==> src/rtl/addsub_pkg.sv <==
// Shared definitions for the digit-serial adder/subtractor: FSM states,
// counter sizing and the configuration legality test.
package addsub_pkg;

   typedef enum logic [1:0] {
      IDLE = 2'd0,
      RUN  = 2'd1,
      DONE = 2'd2
   } state_e;

   // Digit counter width: ceil(log2(n)), never less than one bit.
   function automatic int cnt_width(input int n);
      return (n <= 1) ? 1 : $clog2(n);
   endfunction

   // A configuration is usable when WIDTH >= 2 and DIGIT evenly divides WIDTH.
   function automatic bit cfg_ok(input int width, input int digit);
      return (width >= 2) && (digit >= 1) && (digit <= width) && ((width % digit) == 0);
   endfunction

endpackage

==> src/rtl/digit_adder.sv <==
// Combinational DIGIT-bit ripple adder. c_msb is the carry into the top bit
// of the digit, which on the last digit is the carry into the operand MSB.
module digit_adder #(
   parameter int DIGIT = 2
) (
   input  logic [DIGIT-1:0] a_d,
   input  logic [DIGIT-1:0] b_d,
   input  logic             ci,
   output logic [DIGIT-1:0] s_d,
   output logic             co,
   output logic             c_msb
);

   // Ripple the carry through the digit one bit at a time.
   always_comb begin
      logic [DIGIT:0] c;
      // NOTE: every output gets a value on every pass through the block, so no latch can be inferred.
      c     = '0;
      s_d   = '0;
      c[0]  = ci;
      for (int i = 0; i < DIGIT; i++) begin
         s_d[i]  = a_d[i] ^ b_d[i] ^ c[i];
         c[i+1]  = (a_d[i] & b_d[i]) | (a_d[i] & c[i]) | (b_d[i] & c[i]);
      end
      co    = c[DIGIT];
      c_msb = c[DIGIT-1];
   end

endmodule

==> src/rtl/serial_addsub.sv <==
// Digit-serial adder/subtractor: a WIDTH-bit operand pair is added DIGIT bits
// per clock, LSB digit first, behind valid/ready handshakes on both sides.
module serial_addsub
   import addsub_pkg::*;
#(
   parameter int WIDTH = 8,
   parameter int DIGIT = 2
) (
   input  logic             clk,
   input  logic             rst_n,
   input  logic             in_valid,
   output logic             in_ready,
   input  logic [WIDTH-1:0] a,
   input  logic [WIDTH-1:0] b,
   input  logic             cin,
   input  logic             sub,
   output logic             out_valid,
   input  logic             out_ready,
   output logic [WIDTH-1:0] sum,
   output logic             cout,
   output logic             ovf
);

   localparam int            N    = WIDTH / DIGIT;
   localparam int            CW   = cnt_width(N);
   localparam logic [CW-1:0] LAST = CW'(N - 1);

   if (!cfg_ok(WIDTH, DIGIT)) begin : g_cfg_err
      $error("serial_addsub: WIDTH must be >= 2 and an exact multiple of DIGIT");
   end

   state_e           state_q;
   logic [CW-1:0]    cnt_q;
   logic [WIDTH-1:0] a_q;       // operand A, refilled from the top with result digits
   logic [WIDTH-1:0] b_q;       // operand B (already inverted for subtract)
   logic             c_q;       // carry between digits
   logic [WIDTH-1:0] sum_q;
   logic             cout_q;
   logic             ovf_q;
   logic             in_ready_q;
   logic             out_valid_q;

   logic [DIGIT-1:0] s_d;
   logic             co;
   logic             c_msb;
   logic [WIDTH-1:0] acc_d;

   digit_adder #(.DIGIT(DIGIT)) u_digit (
      .a_d   (a_q[DIGIT-1:0]),
      .b_d   (b_q[DIGIT-1:0]),
      .ci    (c_q),
      .s_d   (s_d),
      .co    (co),
      .c_msb (c_msb)
   );

   // Shift A one digit right and drop the fresh result digit in at the top;
   // after N digits the register holds the complete result.
   always_comb begin
      acc_d = (a_q >> DIGIT) | (WIDTH'(s_d) << (WIDTH - DIGIT));
   end

   // Control FSM plus operand, carry and result registers.
   // NOTE: sequential state uses non-blocking assignments so every register samples pre-edge values.
   always_ff @(posedge clk or negedge rst_n) begin
      if (!rst_n) begin
         // NOTE: datapath registers are reset too, because the result outputs have defined reset values.
         state_q     <= IDLE;
         cnt_q       <= '0;
         a_q         <= '0;
         b_q         <= '0;
         c_q         <= 1'b0;
         sum_q       <= '0;
         cout_q      <= 1'b0;
         ovf_q       <= 1'b0;
         in_ready_q  <= 1'b1;
         out_valid_q <= 1'b0;
      end else begin
         case (state_q)
            IDLE: begin
               if (in_valid && in_ready_q) begin
                  a_q        <= a;
                  b_q        <= sub ? ~b : b;
                  c_q        <= cin ^ sub;
                  cnt_q      <= '0;
                  in_ready_q <= 1'b0;
                  state_q    <= RUN;
               end
            end
            RUN: begin
               a_q <= acc_d;
               b_q <= b_q >> DIGIT;
               c_q <= co;
               if (cnt_q == LAST) begin
                  cnt_q       <= '0;
                  sum_q       <= acc_d;
                  cout_q      <= co;
                  ovf_q       <= co ^ c_msb;
                  out_valid_q <= 1'b1;
                  state_q     <= DONE;
               end else begin
                  cnt_q <= cnt_q + CW'(1);
               end
            end
            DONE: begin
               if (out_ready) begin
                  out_valid_q <= 1'b0;
                  in_ready_q  <= 1'b1;
                  state_q     <= IDLE;
               end
            end
            default: begin
               state_q <= IDLE;
            end
         endcase
      end
   end

   assign in_ready  = in_ready_q;
   assign out_valid = out_valid_q;
   assign sum       = sum_q;
   assign cout      = cout_q;
   assign ovf       = ovf_q;

endmodule

==> config.mk <==
export PLATFORM = sky130hd
export DESIGN_NAME = serial_addsub
export DESIGN_NICKNAME = d
export VERILOG_FILES = /design/src/rtl/addsub_pkg.sv /design/src/rtl/digit_adder.sv /design/src/rtl/serial_addsub.sv
export SDC_FILE = /design/constraint.sdc
export NUM_CORES = 1
export LEC_CHECK = 0
export CAP_MARGIN = 20
export CORE_UTILIZATION = 24
export CTS_CLUSTER_SIZE = 24
export DETAILED_ROUTE_END_ITERATION = 8
export HOLD_SLACK_MARGIN = 0.03
export PLACE_DENSITY_LB_ADDON = 0.15
export SLEW_MARGIN = 10
export SYNTH_ARGS = -nofsm -noshare
export SYNTH_HDL_FRONTEND = slang
export SYNTH_SLANG_ARGS = --single-unit
export TNS_END_PERCENT = 50
==> constraint.sdc <==
create_clock -name clk -period 2 [get_ports clk]
set_input_delay 0.3 -clock clk [delete_from_list [all_inputs] [get_ports clk]]
set_output_delay 0.3 -clock clk [all_outputs]
set_load 0.01 [all_outputs]
==> flow_metrics.py <==
metrics = {
    "global_route": {
        "gr-usage-all-layers_pct": 10.9,
        "antenna_found_initial": 0,
        "grt_max_degree": 34,
        "grt_overflow": 0,
        "grt_pass1_vias": 1119,
        "grt_pass1_wl_mm": 5.43,
    },
    "power_and_ir_drop": {
        "p_seq_share_pct": 53.4,
        "pwr-share-comb_pct": 6.4,
        "p_sw_uw": 254,
        "vdd_drop_max_uv": 274,
        "power.density_nw_per_um2": 618,
        "leakagePower_nw": 0.861,
        "clockPowerShare_pct": 40.3,
        "p_int_uw": 997,
        "finalPower_mw": 1.25,
        "switching_share_pct": 20.3,
    },
    "floorplanning": {
        "die-width_um": 82.3,
        "die_y_um": 82.3,
        "core-area_um2": 6060,
        "die_area_um2": 6770,
        "start_util_pct": 25.5,
        "ios": 34,
        "fp-row-count": 28,
    },
    "timing": {
        "max_freq_mhz": 559,
        "fin_ws_ns": 0.211,
        "grt_setup_unrepaired": "false",
        "fin_hold_ws_ns": 0.431,
        "hold_violations": 0,
        "period_needed_ns": 1.79,
        "fin_worst_skew_ns": 0.00792,
        "worstMarginPinSlew_ns": 0.554,
        "fin_crit_sh_pct": 89.5,
        "slew-limit-headroom_pct": 63.1,
        "setup_tns_ns": 0,
        "slew_violations": 0,
        "setup-violations-final": 0,
    },
    "clock_network": {
        "clock_latency_ns": 0.28,
        "cts_root_buf": "clkbuf_8",
        "cts_htree_levels": 2,
        "cts_tree": "yes",
        "cts_buffer_depth": 2,
        "clk_pin_slew_ns": 0.07,
        "postCtsResizedCells": 0,
        "postCtsHoldBufs": 0,
        "cts_setup_buffers": 0,
        "cts_sinks": 33,
        "cts-buffers-inserted": 5,
    },
    "critical_path": {
        "crit_fanout": 2,
        "arrival_ns": 1.96,
        "r2r_setup_slack_ns": 0.21,
        "crit_type": "reg -> reg",
        "cp-startpoint": "a_q[0]",
        "worstRegToRegCells": 5,
        "cp.required_ns": 2.17,
        "rr_endpoint": "a_q[7]",
        "crit_end": "a_q[7]",
        "r2r_start": "a_q[0]",
        "setup.worst_path.start_class": "flip-flop",
        "cp-end-kind": "flip-flop",
    },
    "synthesis": {
        "ys_ff_latch": 33,
        "syn_area_um2": 1550,
        "syn_nets": 166,
        "ys.warnings.count": 0,
        "synth.distinct_cells": 29,
        "netlist_instances": 141,
        "syn_avg_cell_area_um2": 11.0,
        "ys_seq_area_share_pct": 53.4,
    },
    "flow_run": {
        "maxCapViolCount": 0,
    },
    "hold_path": {
        "hp-class": "in -> async",
    },
    "placement": {
        "gp_congestion": 0.682,
        "portBuffers": 33,
        "placed_area_um2": 1930,
        "dp_hpwl_mm": 2.38,
        "pre_cts_ws_ns": 0.202,
    },
    "route": {
        "vias_per_cell": 4.47,
        "first_pass_iters": 6,
        "wirelength_mm": 3.29,
        "post_drt_wl_per_cell_um": 13.0,
        "drtIter0Drc": 34,
        "drc": 0,
        "vias": 1127,
        "ant_nets": 0,
    },
    "cells_and_area": {
        "final_common_cell": "clkdlybuf4s50_1",
        "drive_gt1_share_pct": 10.7,
        "n_antenna_cell": 0,
        "fin_nets": 201,
        "layout_common_cells": "clkdlybuf4s50_1, dfrtp_1, nand2_1",
        "stdcell_area_um2": 2020,
        "area_growth_pct": 30.7,
    },
    "outcome": {
        "status": "finished, final reports clean",
    },
}
kinds of logic after synthesis:
kind of cell	after synthesis	synth area share, %
XOR/XNOR	10	5.66
adder cells (fa/ha/maj)	3	3.40
flip-flops	33	53.4
multiplexers	6	4.37
buffers and inverters	17	6.39
AO/OA/AOI/OAI	25	11.7
AND/OR/NAND/NOR	47	15.0
routing by layer:
layer	part of all wire [%]	track usage [%]	vias up
li1	-	-	550
met1	47	13.5	543
met2	48	17.7	32
met3	5.0	3.41	2
met4	0.58	4.21	0
met5	0	0	-
sequential cells by signal (all words and copies together), names as in the netlist:
| register | flops |
|---|---|
| a_q | 8 |
| b_q | 8 |
| c_q | 1 |
| cnt_q | 2 |
| cout | 1 |
| in_ready | 1 |
| out_valid | 1 |
| ovf | 1 |
| state_q | 2 |
| sum | 8 |
metrics by stage:
stage | util (%) | cells
detailed placement | 31.9 | 244
finish | 33.4 | 252
global route | 33.4 | 252
CTS | 33.4 | 252
floorplan | - | 141
global placement | 31.9 | 244
power by group through the flow:
stage,logic [mW],registers (mW),clock network [mW]
after global routing,0.0885,0.667,0.551
after CTS,0.0827,0.667,0.531
after floorplan,0.0206,0.680,0
after global placement,0.0807,0.680,0
final,0.0797,0.668,0.504
after detailed placement,0.0823,0.680,0
worst min-delay path by stage:
stage	start	to	slack [ns]
finish	rst_n	a_q[3]	0.43
floorplan	rst_n	a_q[0]	0.004
detailed placement	ovf	ovf	0.49
CTS	rst_n	sum[0]	0.45
global placement	sum[6]	sum[6]	0.47
global route	rst_n	sum[0]	0.47
critical path: stages, from the launching register on:
cell	delay [ns]
dfrtp_1	0.32
inv_1	0.06
fa_1	0.47
fa_1	0.51
nor2_1	0.05
a221o_1	0.26
area by class of cell:
| class | count | area [µm²] |
|---|---|---|
| clock buffers | 8 | 90.1 |
| fillers | 627 | 4040 |
| inverters | 8 | 30.0 |
| multi-input cells | 91 | 622 |
| flip-flops and latches | 33 | 827 |
| well taps | 75 | 93.8 |
| repair buffers | 37 | 360 |
cell usage after synthesis, drive strengths merged:
cell | instances | area [µm²]
o21ai | 9 | 45.0
dfstp | 1 | 26.3
nand4bb | 1 | 11.3
a221o | 8 | 80.1
nor2 | 10 | 45.0
nand3b | 1 | 11.3
nor3 | 1 | 5.00
mux2 | 6 | 67.6
xnor2 | 10 | 87.6
a21o | 1 | 7.51
clkbuf | 1 | 5.00
dfrtp | 32 | 801
fa | 2 | 40.0
buf | 8 | 63.8
nand2b | 1 | 6.26
o311ai | 2 | 17.5
and4bb | 1 | 16.3
o31ai | 1 | 7.51
nand2 | 19 | 71.3
a21oi | 3 | 15.0
nor2b | 1 | 6.26
ha | 1 | 12.5
o221ai | 1 | 8.76
inv | 8 | 30.0
nand3 | 12 | 60.1
Note: power is estimated with default switching activity, not from simulation.
